### src/rtl/hash_cmd_scheduler.sv
// Command front-end for the hash table engine: buffers requests, issues
// one op at a time, and queues completions in a first-word-fall-through FIFO.
module hash_cmd_scheduler #(
  parameter int KEY_WIDTH      = 32,
  parameter int VALUE_WIDTH    = 32,
  parameter int CHAINING_SIZE  = 4,
  parameter int CMD_DEPTH      = 8,
  parameter int RSP_DEPTH      = 8,
  parameter int TIMEOUT_CYCLES = 64
) (
  input  logic                             clk,
  input  logic                             rst,
  input  logic                             cmd_valid,
  output logic                             cmd_ready,
  input  logic [1:0]                       cmd_op,
  input  logic [KEY_WIDTH-1:0]             cmd_key,
  input  logic [VALUE_WIDTH-1:0]           cmd_value,
  output logic                             rsp_valid,
  input  logic                             rsp_ready,
  output logic [1:0]                       rsp_op,
  output logic [VALUE_WIDTH-1:0]           rsp_value,
  output logic                             rsp_error,
  output logic                             rsp_timeout,
  output logic [$clog2(CHAINING_SIZE)-1:0] rsp_collision,
  output logic [KEY_WIDTH-1:0]             ht_key_in,
  output logic [VALUE_WIDTH-1:0]           ht_value_in,
  output logic [1:0]                       ht_op_sel,
  output logic                             ht_op_en,
  input  logic [VALUE_WIDTH-1:0]           ht_value_out,
  input  logic                             ht_op_done,
  input  logic                             ht_op_error,
  input  logic [$clog2(CHAINING_SIZE)-1:0] ht_collision_count,
  output logic                             busy,
  output logic [$clog2(CMD_DEPTH):0]       cmd_count
);

  localparam int CW = $clog2(CHAINING_SIZE);
  localparam int CA = $clog2(CMD_DEPTH);
  localparam int RA = $clog2(RSP_DEPTH);
  localparam int TW = $clog2(TIMEOUT_CYCLES);

  typedef enum logic [2:0] {
    IDLE, ISSUE, WAIT, RESP, GAP
  } state_t;

  state_t state;

  logic [1:0]             cq_op  [CMD_DEPTH];
  logic [KEY_WIDTH-1:0]   cq_key [CMD_DEPTH];
  logic [VALUE_WIDTH-1:0] cq_val [CMD_DEPTH];
  logic [CA:0]            cw, cr;
  logic                   cpush, cpop, cempty, cfull;

  logic [1:0]             rq_op  [RSP_DEPTH];
  logic [VALUE_WIDTH-1:0] rq_val [RSP_DEPTH];
  logic                   rq_err [RSP_DEPTH];
  logic                   rq_to  [RSP_DEPTH];
  logic [CW-1:0]          rq_col [RSP_DEPTH];
  logic [RA:0]            rw, rr;
  logic                   rpush, rpop, rfull;

  logic [VALUE_WIDTH-1:0] res_val;
  logic                   res_err, res_to;
  logic [CW-1:0]          res_col;
  logic [TW-1:0]          tcnt;

  assign cempty    = (cw == cr);
  assign cfull     = (cw[CA] != cr[CA]) && (cw[CA-1:0] == cr[CA-1:0]);
  assign cmd_ready = !cfull;
  assign cmd_count = cw - cr;
  assign cpush     = cmd_valid && cmd_ready;
  assign cpop      = (state == IDLE) && !cempty;

  assign rfull     = (rw[RA] != rr[RA]) && (rw[RA-1:0] == rr[RA-1:0]);
  assign rsp_valid = (rw != rr);
  assign rpush     = (state == RESP) && !rfull;
  assign rpop      = rsp_valid && rsp_ready;
  assign busy      = (state != IDLE);

  // Head fields read as zero while empty so nothing stale leaks out
  assign rsp_op        = rsp_valid ? rq_op[rr[RA-1:0]]  : '0;
  assign rsp_value     = rsp_valid ? rq_val[rr[RA-1:0]] : '0;
  assign rsp_error     = rsp_valid ? rq_err[rr[RA-1:0]] : 1'b0;
  assign rsp_timeout   = rsp_valid ? rq_to[rr[RA-1:0]]  : 1'b0;
  assign rsp_collision = rsp_valid ? rq_col[rr[RA-1:0]] : '0;

  always_ff @(posedge clk) begin
    if (cpush) begin
      cq_op[cw[CA-1:0]]  <= cmd_op;
      cq_key[cw[CA-1:0]] <= cmd_key;
      cq_val[cw[CA-1:0]] <= cmd_value;
    end
    if (rpush) begin
      rq_op[rw[RA-1:0]]  <= ht_op_sel;
      rq_val[rw[RA-1:0]] <= res_val;
      rq_err[rw[RA-1:0]] <= res_err;
      rq_to[rw[RA-1:0]]  <= res_to;
      rq_col[rw[RA-1:0]] <= res_col;
    end
  end

  always_ff @(posedge clk or posedge rst) begin
    if (rst) begin
      cw <= '0;
      cr <= '0;
      rw <= '0;
      rr <= '0;
    end else begin
      if (cpush) cw <= cw + 1'b1;
      if (cpop)  cr <= cr + 1'b1;
      if (rpush) rw <= rw + 1'b1;
      if (rpop)  rr <= rr + 1'b1;
    end
  end

  always_ff @(posedge clk or posedge rst) begin
    if (rst) begin
      state       <= IDLE;
      ht_key_in   <= '0;
      ht_value_in <= '0;
      ht_op_sel   <= '0;
      ht_op_en    <= 1'b0;
      res_val     <= '0;
      res_err     <= 1'b0;
      res_to      <= 1'b0;
      res_col     <= '0;
      tcnt        <= '0;
    end else begin
      ht_op_en <= 1'b0;
      unique case (state)
        IDLE: if (!cempty) begin
          ht_key_in   <= cq_key[cr[CA-1:0]];
          ht_value_in <= cq_val[cr[CA-1:0]];
          ht_op_sel   <= cq_op[cr[CA-1:0]];
          res_val     <= '0;
          res_to      <= 1'b0;
          res_col     <= '0;
          // Illegal opcode never reaches the engine
          if (cq_op[cr[CA-1:0]] == 2'b11) begin
            res_err <= 1'b1;
            state   <= RESP;
          end else begin
            res_err  <= 1'b0;
            ht_op_en <= 1'b1;
            state    <= ISSUE;
          end
        end
        ISSUE: begin
          tcnt  <= '0;
          state <= WAIT;
        end
        WAIT: begin
          if (ht_op_done) begin
            res_err <= ht_op_error;
            res_col <= ht_collision_count;
            if (ht_op_sel == 2'b10) res_val <= ht_value_out;
            state <= RESP;
          end else if (tcnt == TW'(TIMEOUT_CYCLES - 1)) begin
            res_err <= 1'b1;
            res_to  <= 1'b1;
            state   <= RESP;
          end else begin
            tcnt <= tcnt + 1'b1;
          end
        end
        RESP: if (!rfull) state <= GAP;
        GAP:  state <= IDLE;
        default: state <= IDLE;
      endcase
    end
  end

endmodule

### config.mk
export PLATFORM = sky130hd
export DESIGN_NAME = hash_cmd_scheduler
export DESIGN_NICKNAME = d
export VERILOG_FILES = /design/src/rtl/hash_cmd_scheduler.sv
export SDC_FILE = /design/constraint.sdc
export NUM_CORES = 1
export LEC_CHECK = 0
export ABC_AREA = 1
export BUFFER_PORTS_ARGS = -buffer_cell sky130_fd_sc_hd__buf_2
export CORE_ASPECT_RATIO = 0.8
export CORE_MARGIN = 2
export CORE_UTILIZATION = 55
export DETAILED_ROUTE_END_ITERATION = 7
export PLACE_DENSITY = 0.76
export SLEW_MARGIN = 20
export SYNTH_ARGS = -nofsm -noshare
export SYNTH_HDL_FRONTEND = slang
export SYNTH_SLANG_ARGS = --single-unit
### constraint.sdc
create_clock -name clk -period 6.2 [get_ports clk]
set_clock_uncertainty 0.15 [all_clocks]
set_input_delay 0.93 -clock clk [delete_from_list [all_inputs] [get_ports clk]]
set_output_delay 0.93 -clock clk [all_outputs]
set_load 0.01 [all_outputs]
==> run metrics, run 1 <==
Core Footprint=67,320 um^2; Largest stage delay, worst path=0.89 ns; Max Root-Sink Buffers=3; Tot GR Track Use=25.62%; Mapped Cells=between 2,000 and 3,000; register area=~28,000 um^2; CTS H-Tree Depth=3; CTS tree=done; WP data arrival=around 3.4 ns; first-pass GRT wire length=roughly 140,000 um; DR WL/cell=around 23 um; final core occ=62.96%; overall power=22.00 mW; Mapped Area=~37,000 um^2; Tightest Pin Transition=1.135 ns; I/O pin count=218; final cycle utilization of the critical path=72.45%; CTS root buffer=clkbuf_16; WS Path Type=flop to output pin; Critical Path RT=5.12 ns; unrepaired setup endpoints after global routing=no; Iteration-0 DRC Markers=2,687; commonest cells after routing, fill and taps aside=edfxtp_1 (832), nand2_1 (400), nor2_1 (375); area occupied by multi-input gates=8127 um^2; Pleak=15.22 nW; Post-CTS Resized=0; placed wire-length estimate=47,170 um; Post-DRT Antenna Nets=0; Seq cells post-synth=between 900 and 1,000; CP max stage cell=dfrtp_4; placement row count=85; Die Wd=295.5 um; PwrDens=519.2 nW/um^2; number of buffers added on ports=217; clk slew on worst S/H paths=0.06 ns; share of cells above drive strength 1=between 15 and 20%; r2r setup slk=2.42 ns; TritonCTS Buffers=91; hold_ws=0.3191 ns; commonest non-fill, non-tap cell in the layout=edfxtp_1; Initial Utilization=55.54%; mean post-synth cell area=roughly 13 um^2; worst skew pair latency=0.66 ns; die area=70,090 um^2; Slew Viols, Final=0; initial antenna violation count=16; GRT overflow=0; hold_buf cts=0; CP Max Fanout=88; Via Count=roughly 24,000; TritonRoute pass-1 iters=6; area grow syn2layout=13.36%; Fin. Hold Viols=0; fillcell total=approximately 4,700; Remaining DRCs=0; area leader, netlist=edfxtp_1; chip height=237.2 um; Max Cap Viol=0; worst hold path class=input pin to async pin; final setup fails=0; fin nets=3,103; status=completed; # Post-CTS Setup Buffers=0; VDD IR max=approximately 0.37 mV; max_slew headroom=24.33%; number of global-route vias before repair=23,810; sequential fraction of the synthesis area=75.39%; largest net degree at the start of global routing=160; Syn. warnings=0; CP endpoint kind=output pin; Startpoint Class=flop; largest cells by area after synthesis=edfxtp_1 (67%), dfrtp_1 (8.6%), o21ai_0 (4.5%); Max Freq=222.6 MHz; Routed WL=89,920 um; Via density=5.992; top-area cell type share of the netlist area=66.82%; dpl cell area=a little under 40,000 um^2; clock sinks=960; Tmin final=4.492 ns; Final TNS setup=0 ns; synth unique cells=40; Synth Net Count=~3,000; cell area after layout=between 40,000 and 50,000 um^2; placer congestion estimate=0.8023; worst path cell trace=buf_4, o21ai_0, o22ai_1, inv_1, a211oi_1, buf_2
==> registers in the layout (all words and copies together) (netlist names), 2 cells and up <==
signal,count
cq_val,256
rq_op,16
cw,4
ht_op_sel,2
rq_col,16
tcnt,6
rq_val,256
res_col,2
cq_key,256
rr,4
res_val,32
state,3
cr,4
rq_err,8
rw,4
rq_to,8
cq_op,16
ht_value_in,32
ht_key_in,32
==> path summary, 6_finish.rpt <==
| path | from | end | cells after the start |
|---|---|---|---|
| worst max-delay path | rr[0]$_DFFE_PP0P_ | rsp_value[20] | 6 |
| min in group clk | ht_value_in[17]$_DFFE_PP0P_ | ht_value_in[17]$_DFFE_PP0P_ | 2 |
| max in group asynchronous | rst | cr[0]$_DFFE_PP0P_ | 3 |
| worst max register to register | cr[0]$_DFFE_PP0P_ | res_val[15]$_DFFE_PP0P_ | 9 |
| worst min-delay path | rst | ht_key_in[22]$_DFFE_PP0P_ | 2 |
| worst min register to register | ht_value_in[17]$_DFFE_PP0P_ | ht_value_in[17]$_DFFE_PP0P_ | 2 |
==> synthesized netlist by cell type (all sizes together) <==
cell type and count:
ha 8, o21ai 377, xor2 13, dfrtp 128, nand2 406, a22o 1
fa 1, nand3b 2, inv 93, a211oi 38, nand3 70, a21oi 46
o22ai 77, xnor2 5, clkbuf 84, clkinv 1, edfxtp 832, a32o 42
buf 97, nand4 1, a31oi 2, o211ai 1, nor3 5, o31ai 2
o21a 1, o221ai 86, nor2 397
==> layer usage <==
layer	share of wire (%)	global-route usage, %	vias up
met4	2.3	9.399	8
met3	9.2	5.199	145
li1	-	-	10660
met2	49	40.97	1230
met1	40	35.20	11880
met5	0.049	0	-
==> through the flow <==
step           instances  setup slack, ns
2_1_floorplan       2816            1.003
3_3_place_gp        3808            2.471
3_5_place_dp        3808            2.388
4_1_cts             3980            1.707
5_1_grt             3986            1.517
6_report            3991            1.708
==> critical path, delay by kind of cell (launching register included) <==
kind / cells / cell delay (ns)
buffers and inverters: 3 / 1.06
AOI/OAI and AO/OA: 3 / 0.77
DFF: 1 / 0.89
==> layout make-up <==
type                    count  area share, %
diodes                     11        0.06495
clock buffers             120          5.795
clock inverters            52          1.358
inverters                  94         0.8650
multi-input cells        1581          19.17
flip-flops and latches    960          66.54
well taps                 913          2.695
repair buffers            260          3.510
==> power breakdown <==
group / switching, mW / internal [mW]
clock network: 2.41 / 3.16
registers: 0.825 / 8.42
logic: 5.03 / 2.16
==> cells by family (layout without fill, tap and decap cells) <==
group / Yosys count / in the layout / share of synthesized area (%)
flip-flops: 960 / 960 / 75.39
AO/OA/AOI/OAI: 673 / 673 / 11.36
XOR/XNOR: 18 / 18 / 0.4417
AND/OR/NAND/NOR: 881 / 881 / 9.230
buffers and inverters: 275 / 526 / 3.253
adder cells (fa/ha/maj): 9 / 9 / 0.3213
other: 0 / 11 / 0
Power figures use the tool's default switching activity.
==> inputs of run 2 (changes only) <==
- clock period: 6.2 -> 3.7 ns (I/O delays scaled with it)
==> run 2 against run 1 <==
Against the previous run: sequential cell count unchanged; via count up 1.1%; global-route usage up 0.52 points; sequential power up 65%; final cell count up 1.8%; non-clock buffer count up 79; largest power group unchanged.
==> run metrics, run 2 (synthesis results as in run 1) <==
final worst slack=0.2274 ns (-1.481 ns); commonest non-fill, non-tap cell in the layout=edfxtp_1; Max Cap Viol=0 (unchanged); status=completed; Final Non-Filler Cells=4,061 (+1.8%); final core occ=64.57% (+1.6 points); CTS root buffer=clkbuf_16; Net Sw Power=14.02 mW (+70%); Setup WS pre-CTS=0.7257 ns (-1.662 ns); Critical path origin=rr[1]$_DFFE_PP0P_; GRT overflow=0 (unchanged); Logic pwr share=34.2% (+1.5 points); worst path cell trace=buf_6, o21ai_0, o22ai_1, inv_1, a211oi_1, buf_2; initial antenna violation count=14 (-2); Max Freq=288.0 MHz; switching share of power=37.36% (-0.22 points); CP endpoint kind=output pin; clk slew on worst S/H paths=0.06 ns (about the same); cell area after layout=43,470 um^2 (+2.6%); placement row count=85 (unchanged); CTS H-Tree Depth=3 (unchanged); Worst Hold Path EP=cq_val[5][10]$_DFFE_PP_; clock sinks=960 (unchanged); placer congestion estimate=0.8167 (+1.8%); chip height=237.2 um (unchanged); dpl cell area=39,670 um^2 (+0.90%); final setup fails=0 (unchanged); Sequential Power Share=40.4% (-1.6 points); VDD IR max=0.7081 mV (+93%); Tightest Pin Transition=1.134 ns (-0.001133 ns); commonest cells after routing, fill and taps aside=edfxtp_1 (832), nand2_1 (399), nor2_1 (375); Max Root-Sink Buffers=3 (unchanged); CP Max Fanout=64 (-27%); RR Endpoint=cq_key[5][22]$_DFFE_PP_; Iteration-0 DRC Markers=2,703 (+0.60%); placed wire-length estimate=48,890 um (+3.6%); PwrDens=863.2 nW/um^2 (+66%); power share of the clock group=25.4% (about the same); Initial Utilization=55.54% (unchanged); worst skew pair latency=0.67 ns (about the same); TritonRoute pass-1 iters=6 (unchanged); r2r setup slk=0.77 ns (-1.65 ns); overall power=37.52 mW (+71%); Cells after DPL=3,820 (+0.32%); Largest stage delay, worst path=0.58 ns (-0.31 ns); final cycle utilization of the critical path=93.85%; hold path start=cmd_value[10]; Critical Path RT=2.99 ns (-2.13 ns); Pleak=15.66 nW (+2.9%); first-pass GRT wire length=140,100 um (+2.5%); TritonCTS Buffers=89 (-2.2%); number of global-route vias before repair=24,450 (+2.7%); WS Path Type=flop to output pin; largest net degree at the start of global routing=266 (+66%); Tmin final=3.473 ns; cell count of the worst reg-to-reg path=10 (+1); Internal Pwr Total=23.51 mW (+71%); Fin. Hold Viols=0 (unchanged); die area=70,090 um^2 (unchanged); number of buffers added on ports=217 (unchanged); worst hold path class=input pin to flop; Tot GR Track Use=26.14% (+0.52 points); Startpoint Class=flop; hold_ws=0.02946 ns (-0.2896 ns); Via Count=24,180 (+1.1%); unrepaired setup endpoints after global routing=no; area grow syn2layout=16.26%; max_slew headroom=24.40% (+0.076 points); Via density=5.954 (-0.64%); Routed WL=90,810 um (+0.98%); # Post-CTS Setup Buffers=0 (unchanged); hold path depth=1; Die Wd=295.5 um (unchanged); reg2reg start=cw[0]$_DFFE_PP0P_; WP data arrival=2.77 ns (-0.64 ns); CTS tree=done; I/O pin count=218 (unchanged); fin nets=3,180 (+2.5%); Final TNS setup=0 ns (unchanged); Remaining DRCs=0 (unchanged); DR WL/cell=22.36 um (-0.76%); share of cells above drive strength 1=15.44% (+0.18 points); Slew Viols, Final=0 (unchanged); CP max stage cell=dfrtp_2; Post-DRT Antenna Nets=0 (unchanged); Core Footprint=67,320 um^2 (unchanged)
[run 2: cell count changes in the layout (fill, tap and decap cells not counted), sizes merged]
cell | previous run | this run
dlygate4sd3 | 0 | 66
clkinv | 37 | 23
buf | 260 | 273
diode | 11 | 7
bufinv | 8 | 11
clkbuf | 120 | 123
inv | 96 | 98
clkinvlp | 5 | 6
[run 2: worst max-delay path by stage]
stage / to / slack (ns) / cells after the start
final: rsp_value[18] / 0.23 / 6
after global routing: rsp_value[18] / 0.08 / 6
after CTS: rsp_value[18] / 0.00003 / 6
after detailed placement: rsp_value[18] / 0.73 / 6
after global placement: rsp_value[18] / 0.79 / 6
after floorplan: cq_key[7][0]$_DFFE_PP_ / 0.01 / 10
[run 2: final cells by class]
cell class,count,area (um^2)
sequential,960,28200
fill,4638,23850
multi-input combinational,1581,8129
timing repair buffer,339,2532
clock buffer,123,2465
tap,913,1142
clock inverter,44,615.6
inverter,94,364.1
antenna,7,17.52
[run 2: routing by layer]
layer | vias to the layer above | part of all wire, % | wire (um) | global-route usage (%)
li1 | 10810 | - | - | -
met1 | 11900 | 40 | 36040 | 36.52
met2 | 1260 | 48 | 43280 | 41.09
met3 | 198 | 9.7 | 8788 | 5.619
met4 | 12 | 2.9 | 2618 | 9.183
met5 | - | 0.090 | 82 | 0
[run 2: worst max-delay path: cells and delay by family (launching register included)]
family	cells	cell delay, ns
flip-flops	1	0.58
AO/OA/AOI/OAI	3	0.77
buffers and inverters	3	0.73
[run 2: repair_timing]
item	4_1_cts	5_1_grt
hold endpoints to repair	442	0
resized for setup	0	3
hold buffers	66	0
endpoints found under the setup margin	0	9
[run 2: power groups by stage]
stage / sequential, mW / combinational, mW / clock, mW
final: 15.2 / 12.8 / 9.52
after global routing: 15.3 / 14.0 / 10.0
after CTS: 15.1 / 12.7 / 9.63
after detailed placement: 15.3 / 12.6 / 0
after global placement: 15.2 / 12.1 / 0
after floorplan: 15.2 / 8.09 / 0
